**src/rtl/cpack_pkg.sv**
```systemverilog
// Shared C-Pack definitions: code types, prefix widths and code length helpers.
package cpack_pkg;

  typedef enum logic [2:0] {
    CODE_ZZZZ = 3'd0,
    CODE_XXXX = 3'd1,
    CODE_MMMM = 3'd2,
    CODE_MMXX = 3'd3,
    CODE_ZZZX = 3'd4,
    CODE_MMMX = 3'd5
  } code_t;

  typedef logic [1:0] cnt_t;

  // ZZZZ, XXXX and MMMM use the short prefix; the rest use the long one
  localparam int PFX_SHORT = 2;
  localparam int PFX_LONG  = 4;

  localparam int LEN_ZZZZ = PFX_SHORT;
  localparam int LEN_XXXX = PFX_SHORT + 32;
  localparam int LEN_ZZZX = PFX_LONG + 8;

  function automatic logic [5:0] code_len(code_t t, int idx_w);
    int len;
    case (t)
      CODE_ZZZZ: len = LEN_ZZZZ;
      CODE_XXXX: len = LEN_XXXX;
      CODE_MMMM: len = PFX_SHORT + idx_w;
      CODE_MMXX: len = PFX_LONG + idx_w + 16;
      CODE_ZZZX: len = LEN_ZZZX;
      CODE_MMMX: len = PFX_LONG + idx_w + 8;
      default:   len = 0;
    endcase
    return 6'(len);
  endfunction

endpackage

```
**src/rtl/cpack_match_select.sv**
```systemverilog
// Picks the highest match count across all entries; ties resolve to the lowest index.
module cpack_match_select
  import cpack_pkg::*;
#(
  parameter int DICT_DEPTH = 16,
  parameter int IDX_W      = $clog2(DICT_DEPTH)
) (
  input  logic [DICT_DEPTH-1:0][1:0] cnt,
  output cnt_t                       best_cnt,
  output logic [IDX_W-1:0]           best_idx
);

  // strict compare keeps the earlier (lower) index on equal counts
  always_comb begin
    best_cnt = cnt[0];
    best_idx = '0;
    for (int e = 1; e < DICT_DEPTH; e++) begin
      if (cnt[e] > best_cnt) begin
        best_cnt = cnt[e];
        best_idx = IDX_W'(e);
      end
    end
  end

endmodule

```
**src/rtl/word_decoder.sv**
```systemverilog
// Per-entry match counter: only MSB-first contiguous byte matches count.
module word_decoder
  import cpack_pkg::*;
(
  input  logic [3:0] cmp,
  output cnt_t       cnt
);

  always_comb begin
    case (cmp)
      4'b1111: cnt = 2'd3;
      4'b1110: cnt = 2'd2;
      4'b1100: cnt = 2'd1;
      default: cnt = 2'd0;
    endcase
  end

endmodule

```
**src/rtl/cpack_match_ctrl.sv**
```systemverilog
// C-Pack word matcher: dictionary compare at accept, per-entry decode in S1,
// code selection into the S2 output registers.
module cpack_match_ctrl
  import cpack_pkg::*;
#(
  parameter int DICT_DEPTH = 16
) (
  input  logic                          i_clk,
  input  logic                          i_reset,
  input  logic                          i_flush,
  input  logic                          i_valid,
  output logic                          o_ready,
  input  logic [31:0]                   i_word,
  output logic                          o_valid,
  input  logic                          i_ready,
  output logic [2:0]                    o_code_type,
  output logic [$clog2(DICT_DEPTH)-1:0] o_dict_idx,
  output logic [31:0]                   o_payload,
  output logic [5:0]                    o_code_len
);

  localparam int IDX_W = $clog2(DICT_DEPTH);

  logic [31:0]                 dict_word [DICT_DEPTH];
  logic [DICT_DEPTH-1:0]       dict_vld;
  logic [IDX_W-1:0]            wr_ptr;
  logic [IDX_W-1:0]            push_idx;
  logic [DICT_DEPTH-1:0][3:0]  cmp;
  logic                        full_hit;
  logic                        push;
  logic                        accept;
  logic                        advance;

  logic                        s1_valid;
  logic [31:0]                 s1_word;
  logic [DICT_DEPTH-1:0][3:0]  s1_cmp;
  logic                        s2_valid;

  logic [DICT_DEPTH-1:0][1:0]  cnt;
  cnt_t                        best_cnt;
  logic [IDX_W-1:0]            best_idx;
  code_t                       sel_type;
  logic [IDX_W-1:0]            sel_idx;
  logic [31:0]                 sel_payload;

  assign advance = !s2_valid || i_ready;
  assign o_ready = advance || !s1_valid;
  assign accept  = i_valid && o_ready;
  assign o_valid = s2_valid;

  // a flush in the same cycle makes the word see an empty dictionary
  always_comb begin
    full_hit = 1'b0;
    for (int e = 0; e < DICT_DEPTH; e++) begin
      for (int b = 0; b < 4; b++) begin
        cmp[e][b] = dict_vld[e] && !i_flush &&
                    (i_word[8*b +: 8] == dict_word[e][8*b +: 8]);
      end
      if (cmp[e] == 4'b1111) full_hit = 1'b1;
    end
  end

  assign push     = accept && (i_word != 32'd0) && (i_word[31:8] != 24'd0) && !full_hit;
  assign push_idx = i_flush ? '0 : wr_ptr;

  always_ff @(posedge i_clk) begin
    if (i_reset) begin
      dict_vld <= '0;
      wr_ptr   <= '0;
    end else begin
      if (i_flush) begin
        dict_vld <= '0;
        wr_ptr   <= '0;
      end
      if (push) begin
        dict_vld[push_idx] <= 1'b1;
        wr_ptr             <= push_idx + IDX_W'(1);
      end
    end
  end

  always_ff @(posedge i_clk) begin
    if (push && !i_reset) dict_word[push_idx] <= i_word;
  end

  for (genvar e = 0; e < DICT_DEPTH; e++) begin : g_dec
    word_decoder u_dec (
      .cmp (s1_cmp[e]),
      .cnt (cnt[e])
    );
  end

  cpack_match_select #(
    .DICT_DEPTH (DICT_DEPTH),
    .IDX_W      (IDX_W)
  ) u_sel (
    .cnt      (cnt),
    .best_cnt (best_cnt),
    .best_idx (best_idx)
  );

  always_comb begin
    sel_type    = CODE_XXXX;
    sel_idx     = '0;
    sel_payload = s1_word;
    if (s1_word == 32'd0) begin
      sel_type    = CODE_ZZZZ;
      sel_payload = '0;
    end else if (s1_word[31:8] == 24'd0) begin
      sel_type    = CODE_ZZZX;
      sel_payload = {24'd0, s1_word[7:0]};
    end else begin
      case (best_cnt)
        2'd3: begin
          sel_type    = CODE_MMMM;
          sel_idx     = best_idx;
          sel_payload = '0;
        end
        2'd2: begin
          sel_type    = CODE_MMMX;
          sel_idx     = best_idx;
          sel_payload = {24'd0, s1_word[7:0]};
        end
        2'd1: begin
          sel_type    = CODE_MMXX;
          sel_idx     = best_idx;
          sel_payload = {16'd0, s1_word[15:0]};
        end
        default: ;
      endcase
    end
  end

  // S1 may still fill while S2 is stalled, as long as it is empty
  always_ff @(posedge i_clk) begin
    if (i_reset) begin
      s1_valid    <= 1'b0;
      s2_valid    <= 1'b0;
      o_code_type <= CODE_ZZZZ;
      o_dict_idx  <= '0;
      o_payload   <= '0;
      o_code_len  <= '0;
    end else begin
      s1_valid <= accept || (s1_valid && !advance);
      if (accept) begin
        s1_word <= i_word;
        s1_cmp  <= cmp;
      end
      if (advance) begin
        s2_valid <= s1_valid;
        if (s1_valid) begin
          o_code_type <= sel_type;
          o_dict_idx  <= sel_idx;
          o_payload   <= sel_payload;
          o_code_len  <= code_len(sel_type, IDX_W);
        end
      end
    end
  end

endmodule

```
**config.mk**
```make
export PLATFORM = sky130hd
export DESIGN_NAME = cpack_match_ctrl
export DESIGN_NICKNAME = d
export VERILOG_FILES = /design/src/rtl/cpack_pkg.sv /design/src/rtl/cpack_match_select.sv /design/src/rtl/word_decoder.sv /design/src/rtl/cpack_match_ctrl.sv
export SDC_FILE = /design/constraint.sdc
export NUM_CORES = 1
export LEC_CHECK = 0
export BUFFER_PORTS_ARGS = -buffer_cell sky130_fd_sc_hd__buf_2
export CAP_MARGIN = 30
export CORE_ASPECT_RATIO = 0.7
export CORE_UTILIZATION = 63
export DETAILED_ROUTE_END_ITERATION = 8
export GPL_TIMING_DRIVEN = 0
export PLACE_DENSITY = 0.87
export REMOVE_ABC_BUFFERS = 1
export SLEW_MARGIN = 20
export SYNTH_ARGS = -nofsm -noshare
export SYNTH_HDL_FRONTEND = slang
export SYNTH_SLANG_ARGS = --single-unit
```
**constraint.sdc**
```tcl
create_clock -name i_clk -period 16.45 [get_ports i_clk]
set_clock_uncertainty 0.2 [all_clocks]
set_input_delay 3.29 -clock i_clk [delete_from_list [all_inputs] [get_ports i_clk]]
set_output_delay 3.29 -clock i_clk [all_outputs]
set_load 0.01 [all_outputs]
```
==> run_results.csv, run 1 <==
group,metric,value,unit
status,status,"complete, no violations",
worst_setup_path,worstSetupPathDepth,80,
logic_synthesis,synthSimpleGateAreaFrac,0.116,
logic_synthesis,synth_fa_ha_area_frac,0.0202,
sta,fin_crit_sh,0.954,
logic_synthesis,synthArstFlopShare,0,
run,maxCapViolCount,0,
worst_setup_path,crit_arrival,16.04,ns
power,power,3.68,mW
logic_synthesis,synthTopCellsByArea,"edfxtp_1, xnor2_1, dfxtp_1",
worst_setup_path,worst-path-buf-inv,12,
die,die_y,186,um
placement,io_buffers,82,
power,pwr-share-clk,0.379,
route,num_vias,19025,
clock_tree,clkTransAtPathRegs,0.07,ns
worst_setup_path,crit_path_frequent_cell,"ha_1",
global_routing,grt_max_degree,48,
worst_setup_path,end_kind,"flop",
clock_tree,insertion_delay,0.61,ns
die,num_rows,66,
route,ant_nets,0,
worst_setup_path,criticalPathCategory,"reg2reg",
route,drtIter0Drc,2520,
power,ir_worst_vdd,0.0923,mV
logic_synthesis,synthFlopType,"edfxtp_1",
final_layout,fillCellCount,2662,
global_routing,grt_pass1_wl,113000,um
power,power.internal,2.80,mW
sta,slew_headroom,0.245,
final_layout,nets,2360,
worst_setup_path,slowest_stage,"edfxtp_1",
route,drc,0,
logic_synthesis,syn-cell-area,30400,um2
route,firstDrtPassIters,6,
global_routing,antenna_found_initial,1,
power,cellPowerDensity,108,nW/um2
global_routing,busiest_layer,"met2",
logic_synthesis,synth_xor_area_frac,0.152,
sta,fmax,63.7,MHz
clock_tree,htreeDepth,2,
worst_setup_path,ff2ff_path_depth,80,
power,power_frac_comb,0.106,
die,die_area,49200,um2
worst_setup_path,start_kind,"flop",
logic_synthesis,synth-seq-area-share,0.644,
global_routing,first_global_vias,19144,
logic_synthesis,yosys-top-cells-count,"edfxtp_1, xnor2_1, nand3_1",
sta,period_needed,15.69,ns
logic_synthesis,synth_compound_area_frac,0.0311,
die,die_w,265,um
sta,worst_pin_slew,1.12,ns
sta,drv_slew,0,
die,core,47000,um2
sta,setup_viol,0,
power,leakage,10.9,nW
logic_synthesis,synth_edf_count,608,
logic_synthesis,yosysUniqueCellTypes,75,
route,routed_wl,75900,um
global_routing,track_usage,0.308,
min_path,hold_class,"reg2reg",
logic_synthesis,yosysWarnings,0,
route,drt-vias-per-instance,6.48,
logic_synthesis,yosysTopAreaCell,"edfxtp_1",
power,seq_power_share,0.515,
die,pin_count,84,
logic_synthesis,synth_top_area_share,0.601,
worst_setup_path,critPathTopFamily,"compound AO/OA/AOI/OAI gates",
clock_tree,cts-root-buf,"clkbuf_16",
global_routing,grt_use_met3,0.0595,
logic_synthesis,syn_area_per_cell,14.1,um2
die,start_util,0.647,
worst_setup_path,crit_fanout,16,
clock_tree,cts_tree,"done",
global_routing,grt_use_met2,0.486,
clock_tree,numCtsBuffers,59,
logic_synthesis,synthMuxAreaShare,0.00193,
route,wl_per_cell,25.8,um
final_layout,seqCellArea,19600,um2
clock_tree,clock_path_buffers,3,
placement,gp_congestion,0.903,
final_layout,antenna_cells,0,
worst_setup_path,worstPathRequired,16.80,ns
clock_tree,hold_buffers,0,
logic_synthesis,ys_ff_latch,674,
sta,hold_viol_final,0,
power,swShare,0.239,
power,p_sw,0.881,mW
placement,dp_hpwl,50000,um
clock_tree,clkSinkCount,674,
logic_synthesis,yosysMostFrequentCell,"edfxtp_1",
logic_synthesis,synth_cells,2149,
final_layout,finish.utilization,0.727,
final_layout,final_cells,2936,
sta,holdWs,0.266,ns
final_layout,multi_input_area,10100,um2
final_layout,drive_above_1_share,0.131,
placement,dp.cells,2815,
final_layout,syn2layout_area_growth,12.3,%
min_path,holdPathStages,2,
global_routing,grt_overflow,0,
logic_synthesis,synth_top_family_by_area,"XOR/XNOR gates",
global_routing,use_met1,0.433,
worst_setup_path,cp_slowest_stage_delay,0.46,ns
[final cells by class]
type	instances	area share
sequential	674	0.573
multi-input combinational	1340	0.294
clock buffer	81	0.0499
timing repair buffer	158	0.0482
tap	612	0.0224
clock inverter	30	0.00715
inverter	41	0.00451
[logic make-up after synthesis]
family,count (synthesis)
mux,5
other cells,1
fa+ha+maj,49
simple gates,632
flops,674
compound gates,125
xor+xnor,528
buf+inv,135
[power by group through the flow]
stage	clock network [mW]	logic [mW]	registers, mW
5_1_grt	1.46	0.414	1.90
3_5_place_dp	0	0.347	1.93
2_1_floorplan	0	0.184	1.94
4_1_cts	1.40	0.361	1.90
6_report	1.40	0.390	1.90
3_3_place_gp	0	0.308	1.94
[routing by layer]
metal  vias up  part of all wire
met3       214              0.12
met2      1309              0.45
met1      9294              0.39
met4         0             0.034
met5         -                 0
li1       8208                 -
[through the flow]
step                setup WS [ns]  TNS [ns]  instance area, um2
global route               -0.165     -3.33               34100
floorplan                    2.01         0               29500
finish                      0.764         0               34100
global placement            0.128         0               30700
CTS                        0.0158         0               33900
detailed placement         -0.420     -9.24               31900
[worst register-to-register path: cells and delay by family, from the launching register on]
| family | cells | cell delay, ns |
|---|---|---|
| AO/OA/AOI/OAI | 32 | 6.71 |
| XOR/XNOR | 1 | 0.29 |
| adder cells (fa/ha/maj) | 15 | 4.05 |
| multiplexers | 1 | 0.17 |
| flip-flops | 1 | 0.46 |
| buffers and inverters | 12 | 0.79 |
| AND/OR/NAND/NOR | 19 | 2.96 |
[layout by cell type (no fill, tap or decap), types with 12 or more instances in the layout]
cell type / n
buf_2: 93
a22o_1: 28
clkbuf_16: 64
nor4b_1: 49
nand3_1: 132
xor2_1: 45
nor2_1: 60
nor4_1: 40
nand2b_1: 27
dfxtp_1: 66
xnor2_1: 482
nand2_1: 94
buf_16: 15
ha_1: 49
edfxtp_1: 608
buf_4: 17
nand4_1: 125
nor2b_1: 12
inv_1: 41
nor3_1: 34
clkbuf_1: 13
buf_12: 30
[sequential cells by signal, indices dropped and copies added, names as in the netlist]
signal       cells
s1_cmp          64
dict_vld        16
s1_word         32
wr_ptr           4
o_valid          1
s1_valid         1
o_code_len       5
o_dict_idx       4
o_code_type      3
o_payload       32
dict_word      512
[worst paths after layout]
path / endpoint / slack [ns] / startpoint
setup reg to reg: o_payload[31]$_SDFFE_PP0P_ / 0.76 / s1_cmp[1]$_DFFE_PP_
hold / removal: o_code_type[0]$_SDFFE_PP0P_ / 0.27 / o_code_type[0]$_SDFFE_PP0P_
hold reg to reg: o_code_type[0]$_SDFFE_PP0P_ / 0.27 / o_code_type[0]$_SDFFE_PP0P_
setup / recovery: o_payload[31]$_SDFFE_PP0P_ / 0.76 / s1_cmp[1]$_DFFE_PP_
[repair_timing]
| action | 4_1_cts | 5_1_grt |
|---|---|---|
| gates cloned | 0 | 0 |
| pin swaps | 0 | 3 |
| buffers inserted | 2 | 4 |
| gates resized for setup | 7 | 21 |
| setup endpoints to repair | 35 | 36 |
(Power assumes the default switching activity.)
==> run 2: changes to the inputs <==
--- a/config.mk
+++ b/config.mk
@@ -13,7 +13,7 @@
 export GPL_TIMING_DRIVEN = 0
 export PLACE_DENSITY = 0.87
 export REMOVE_ABC_BUFFERS = 1
-export SLEW_MARGIN = 20
+export SLEW_MARGIN = 40
 export SYNTH_ARGS = -nofsm -noshare
 export SYNTH_HDL_FRONTEND = slang
 export SYNTH_SLANG_ARGS = --single-unit
==> constraint.sdc (replaced) <==
create_clock -name i_clk -period 16.45 [get_ports i_clk]
set_clock_uncertainty 0.2 [all_clocks]
set_input_delay 2.4675 -clock i_clk [delete_from_list [all_inputs] [get_ports i_clk]]
set_output_delay 2.4675 -clock i_clk [all_outputs]
set_load 0.01 [all_outputs]
==> run 2 against run 1 <==
  * Combinational power shrank 5.1%
  * Clock power is 5% lower
  * Maximum frequency is essentially flat
  * Flip-flop and latch count unchanged
  * Final area down 2.1%
  * Via count down 1.2%
  * Power down 2.3%
  * Non-clock buffer count fell by 21
  * Cell count down 0.85%
==> run_results.csv, run 2 (same netlist as run 1, synthesis figures left out) <==
group,metric,value,unit
status,status,"complete, no violations",
global_routing,first_global_vias,18895,
final_layout,drive_above_1_share,0.123,
worst_setup_path,worst-path-buf-inv,14,
route,routed_wl,73700,um
die,die_w,265,um
placement,gp_congestion,0.903,
power,leakage,10.6,nW
worst_setup_path,slowest_stage,"edfxtp_1",
worst_setup_path,crit_fanout,8,
sta,fmax,63.7,MHz
worst_setup_path,crit_path_frequent_cell,"ha_1",
run,maxCapViolCount,0,
route,firstDrtPassIters,6,
clock_tree,hold_buffers,0,
sta,slew_headroom,0.444,
global_routing,antenna_found_initial,2,
final_layout,reg_top3,"dict_word: 512 flops, s1_cmp: 64 flops",
worst_setup_path,end_kind,"flop",
global_routing,grt_pass1_wl,111000,um
sta,fin_crit_sh,0.954,
power,ir_worst_vdd,0.0963,mV
final_layout,finish.utilization,0.712,
clock_tree,clock_path_buffers,3,
clock_tree,clkSinkCount,674,
placement,io_buffers,82,
placement,dp_hpwl,43000,um
sta,drv_slew,0,
final_layout,top_register,"dict_word",
min_path,hold_class,"reg2reg",
worst_setup_path,criticalPathCategory,"reg2reg",
worst_setup_path,worstPathRequired,16.80,ns
placement,dpl_worst_slack,-0.434,ns
die,die_area,49200,um2
global_routing,grt_max_degree,48,
final_layout,syn2layout_area_growth,9.99,%
global_routing,grt_overflow,0,
clock_tree,numCtsBuffers,58,
final_layout,nets,2339,
sta,hold_viol_final,0,
worst_setup_path,critPathTopFamily,"compound AO/OA/AOI/OAI gates",
die,num_rows,66,
sta,period_needed,15.69,ns
worst_setup_path,cp_slowest_stage_delay,0.46,ns
route,drtIter0Drc,2220,
sta,setup_viol,0,
route,num_vias,18796,
route,drt-vias-per-instance,6.46,
final_layout,largest_reg_flops,512,
final_layout,fillCellCount,2807,
die,die_y,186,um
final_layout,antenna_cells,0,
clock_tree,cts-root-buf,"clkbuf_16",
route,wl_per_cell,25.3,um
route,drc,0,
final_layout,layout_commonest_cell,"edfxtp_1",
sta,setup_ws,0.764,ns
route,ant_nets,0,
clock_tree,insertion_delay,0.62,ns
die,start_util,0.647,
power,cellPowerDensity,108,nW/um2
worst_setup_path,start_kind,"flop",
final_layout,layout_common_cells,"edfxtp_1, xnor2_1, nand3_1",
global_routing,track_usage,0.302,
clock_tree,htreeDepth,2,
die,pin_count,84,
clock_tree,cts_tree,"done",
die,core,47000,um2
sta,worst_pin_slew,0.831,ns
worst_setup_path,crit_arrival,16.03,ns
clock_tree,clkTransAtPathRegs,0.07,ns
-- run 2: cell count changes in the layout (fill, tap and decap cells not counted), sizes merged --
cell	before	now
inv	43	44
clkinvlp	4	5
and4b	1	2
clkinv	21	23
buf	158	137
clkbuf	81	72
-- run 2: final timing paths --
| kind | cells after the start | slack (ns) | to | start |
|---|---|---|---|---|
| max | 82 | 0.76 | o_payload[17]$_SDFFE_PP0P_ | s1_cmp[1]$_DFFE_PP_ |
| max reg2reg | 82 | 0.76 | o_payload[17]$_SDFFE_PP0P_ | s1_cmp[1]$_DFFE_PP_ |
| min | 2 | 0.27 | o_code_type[0]$_SDFFE_PP0P_ | o_code_type[0]$_SDFFE_PP0P_ |
| min reg2reg | 2 | 0.27 | o_code_type[0]$_SDFFE_PP0P_ | o_code_type[0]$_SDFFE_PP0P_ |
-- run 2: worst min-delay path: stages, from the launching register on --
cell and delay, ns:
dfxtp_1 0.33, nand2_1 0.05, o21ai_0 0.05
-- run 2: layout make-up --
class / instances / area [um2] / share of cell area
clock buffers: 72 / 1550 / 0.0462
repair buffers: 137 / 1030 / 0.0308
inverters: 41 / 154 / 0.00460
clock inverters: 34 / 267 / 0.00797
flip-flops and latches: 674 / 19600 / 0.586
multi-input cells: 1341 / 10100 / 0.302
well taps: 612 / 766 / 0.0229
-- run 2: power breakdown --
part	internal [mW]	switching (mW)
Sequential	1.89	0.0115
Combinational	0.129	0.242
Clock	0.715	0.616
Total	2.73	0.869
-- run 2: metrics by stage --
step | setup TNS, ns | cell area [um2] | total power [mW] | cells | hold slack (ns)
5_1_grt | -3.51 | 33400 | 3.69 | 2911 | 0.298
3_3_place_gp | 0 | 30700 | 2.24 | 2749 | 0.248
6_report | 0 | 33400 | 3.60 | 2911 | 0.272
3_5_place_dp | -9.72 | 31400 | 2.26 | 2798 | 0.255
4_1_cts | 0 | 33300 | 3.57 | 2904 | 0.271
2_1_floorplan | 0 | 29500 | 2.12 | 2055 | 0.261
-- run 2: repair_timing --
item / in CTS / in global routing
pin swaps: 0 / 8
setup buffers: 0 / 6
resized for setup: 8 / 21
cloned: 0 / 1
setup endpoints to repair: 35 / 36
-- run 2: layer usage --
| metal | routed length, um | up-vias | global-route usage | part of all wire |
|---|---|---|---|---|
| li1 | - | 8161 | - | - |
| met1 | 29500 | 9271 | 0.424 | 0.40 |
| met2 | 33100 | 1178 | 0.473 | 0.45 |
| met3 | 8640 | 184 | 0.0599 | 0.12 |
| met4 | 2430 | 2 | 0.106 | 0.033 |
| met5 | 11 | - | 0 | 0.00015 |
==> run 3: changes to the inputs <==
--- a/config.mk
+++ b/config.mk
@@ -5,13 +5,14 @@
 export SDC_FILE = /design/constraint.sdc
 export NUM_CORES = 1
 export LEC_CHECK = 0
+export ABC_AREA = 1
 export BUFFER_PORTS_ARGS = -buffer_cell sky130_fd_sc_hd__buf_2
 export CAP_MARGIN = 30
 export CORE_ASPECT_RATIO = 0.7
-export CORE_UTILIZATION = 63
+export CORE_UTILIZATION = 62
 export DETAILED_ROUTE_END_ITERATION = 8
 export GPL_TIMING_DRIVEN = 0
-export PLACE_DENSITY = 0.87
+export PLACE_DENSITY = 0.86
 export REMOVE_ABC_BUFFERS = 1
 export SLEW_MARGIN = 40
 export SYNTH_ARGS = -nofsm -noshare
==> run 3 against run 2 <==
  * Global-route usage rose by 1.3 points
  * Synthesized area fell by 3.3%
  * Routed wire length rose by 3.5%
  * Flip-flop and latch count did not move
  * Register-to-register slack improved by 2.3 ns
  * Power rose by 0.53%
  * Critical path type unchanged
  * Count of clock-buffer cells in the layout rose by 6
  * Largest cell class unchanged
  * Via count rose by 5.2%
  * Clock power rose by 5%
==> run_results.csv, run 3 <==
group,metric,value,unit
power,leakage,11.3,nW
final_layout,reg_top3,"dict_word: 512 flops, s1_cmp: 64 flops",
worst_setup_path,crit_path_frequent_cell,"nand2_1",
route,drtIter0Drc,3010,
logic_synthesis,yosysWarnings,0,
power,cellPowerDensity,110,nW/um2
status,status,"complete, no violations",
sta,worst_pin_slew,0.887,ns
route,drt-vias-per-instance,6.43,
clock_tree,htreeDepth,2,
logic_synthesis,syn_area_per_cell,12.6,um2
logic_synthesis,syn-cell-area,29400,um2
logic_synthesis,yosys-top-cells-count,"edfxtp_1, nand2_1, inv_1",
logic_synthesis,synth_top_family_by_area,"simple AND/OR/NAND/NOR gates",
die,num_rows,66,
route,firstDrtPassIters,8,
final_layout,layout_common_cells,"edfxtp_1, nand2_1, inv_1",
final_layout,largest_reg_flops,512,
final_layout,top_register,"dict_word",
worst_setup_path,cp_slowest_stage_delay,0.35,ns
die,die_w,262,um
global_routing,first_global_vias,19357,
worst_setup_path,crit_arrival,13.64,ns
logic_synthesis,synth_compound_area_frac,0.0984,
clock_tree,post_cts_buffers,0,
power,ir_worst_vdd,0.0896,mV
final_layout,nets,2495,
worst_setup_path,crit_fanout,10,
logic_synthesis,ys_ff_latch,674,
logic_synthesis,synth_edf_count,608,
placement,dp_hpwl,47900,um
sta,fmax,74.8,MHz
sta,holdWs,0.261,ns
route,drc,0,
clock_tree,clkTransAtPathRegs,0.06,ns
run,maxCapViolCount,0,
sta,rsz0062_at_grt,"false",
worst_setup_path,start_kind,"flop",
clock_tree,hold_buffers,0,
sta,slew_headroom,0.403,
min_path,hold_class,"reg2reg",
logic_synthesis,synth_fa_ha_area_frac,0.0209,
clock_tree,cts_resized,0,
global_routing,antenna_found_initial,3,
sta,fin_crit_sh,0.813,
route,num_vias,19773,
logic_synthesis,synthTopCellsByArea,"edfxtp_1, dfxtp_1, xor2_1",
die,core,46600,um2
die,die_y,184,um
logic_synthesis,synth_cells,2331,
global_routing,grt_pass1_wl,114000,um
route,wl_per_cell,24.8,um
worst_setup_path,worstPathRequired,16.71,ns
final_layout,fillCellCount,2908,
die,pin_count,84,
clock_tree,cts_tree,"done",
route,routed_wl,76300,um
global_routing,grt_overflow,0,
logic_synthesis,yosysMostFrequentCell,"edfxtp_1",
placement,io_buffers,82,
clock_tree,numCtsBuffers,59,
worst_setup_path,criticalPathCategory,"reg2reg",
clock_tree,insertion_delay,0.63,ns
logic_synthesis,synth_xor_area_frac,0.0641,
sta,drv_slew,0,
logic_synthesis,synth-seq-area-share,0.666,
final_layout,syn2layout_area_growth,12.0,%
die,die_area,48300,um2
route,ant_nets,0,
global_routing,grt_max_degree,66,
final_layout,drive_above_1_share,0.137,
worst_setup_path,rrSetupSlack,3.07,ns
logic_synthesis,synth_top_area_share,0.621,
sta,setup_viol,0,
worst_setup_path,end_kind,"flop",
clock_tree,clock_path_buffers,3,
logic_synthesis,synthFlopType,"edfxtp_1",
logic_synthesis,synthArstFlopShare,0,
logic_synthesis,yosysTopAreaCell,"edfxtp_1",
sta,period_needed,13.38,ns
sta,tns,0,ns
clock_tree,cts-root-buf,"clkbuf_16",
clock_tree,clkSinkCount,674,
die,start_util,0.631,
worst_setup_path,slowest_stage,"edfxtp_1",
placement,gp_congestion,0.938,
global_routing,track_usage,0.315,
final_layout,layout_commonest_cell,"edfxtp_1",
logic_synthesis,synthMuxAreaShare,0,
sta,hold_viol_final,0,
logic_synthesis,yosysUniqueCellTypes,54,
logic_synthesis,synthSimpleGateAreaFrac,0.107,
-- run 3: cell types whose count changed after synthesis, sizes merged, moves of 63 or more --
| cell | delta |
|---|---|
| xnor2 | -394 |
| nand2 | +185 |
| inv | +160 |
| a21oi | +102 |
| nand4 | -83 |
| nor2 | +81 |
| xor2 | +81 |
| o21ai | +71 |
| o22ai | +65 |
| a211oi | +63 |
-- run 3: worst max-delay path: cells and delay by family, from the launching register on --
| family | cells | cell delay, ns |
|---|---|---|
| buf+inv | 18 | 1.31 |
| fa+ha+maj | 15 | 4.26 |
| simple gates | 49 | 5.04 |
| flops | 1 | 0.35 |
| compound gates | 15 | 2.02 |
-- run 3: final cells by class --
class,count,area [um2],share of cell area
clock buffers,78,1610,0.0489
inverters,202,761,0.0231
well taps,612,766,0.0233
clock inverters,34,314,0.00954
flip-flops and latches,674,19600,0.595
multi-input cells,1364,8870,0.270
diodes,2,5.00,0.000152
repair buffers,108,1010,0.0306
-- run 3: worst paths after layout --
| path | start | end | cells after the start |
|---|---|---|---|
| max | s1_cmp[5]$_DFFE_PP_ | o_payload[0]$_SDFFE_PP0P_ | 97 |
| min | o_dict_idx[2]$_SDFFE_PP0P_ | o_dict_idx[2]$_SDFFE_PP0P_ | 2 |
| max reg2reg | s1_cmp[5]$_DFFE_PP_ | o_payload[0]$_SDFFE_PP0P_ | 97 |
| min reg2reg | o_dict_idx[2]$_SDFFE_PP0P_ | o_dict_idx[2]$_SDFFE_PP0P_ | 2 |
-- run 3: where the power goes --
| group | switching [mW] | leakage (nW) | internal, mW |
|---|---|---|---|
| sequential | 0.0110 | 6.07 | 1.89 |
| clock | 0.620 | 0.947 | 0.768 |
| combinational | 0.232 | 4.26 | 0.100 |
-- run 3: kinds of logic after synthesis --
logic type / after synthesis
AOI/OAI and AO/OA: 441
buffers and inverters: 293
and+or+nand+nor: 658
DFF: 674
other: 1
xor gates and xnor gates: 215
adders and majority gates: 49
-- run 3: layer usage --
metal,GRT usage,vias to the layer above,routed length (um),share of wire
met5,0,-,12,0.00016
met4,0.140,2,3430,0.045
met3,0.0711,242,9410,0.12
met2,0.494,1308,34200,0.45
met1,0.427,9567,29200,0.38
li1,-,8654,-,-
-- run 3: metrics by stage --
| stage | total power, mW | setup WS (ns) | util | instances | instance area, um2 |
|---|---|---|---|---|---|
| 4_1_cts | 3.62 | 3.19 | 0.705 | 3072 | 32800 |
| 3_5_place_dp | 2.26 | 3.39 | 0.664 | 2960 | 30900 |
| 2_1_floorplan | 2.13 | 4.95 | - | 2240 | 28900 |
| 6_report | 3.62 | 3.07 | 0.707 | 3074 | 32900 |
| 3_3_place_gp | 2.23 | 3.79 | 0.645 | 2934 | 30100 |
| 5_1_grt | 3.71 | 2.14 | 0.707 | 3072 | 32900 |
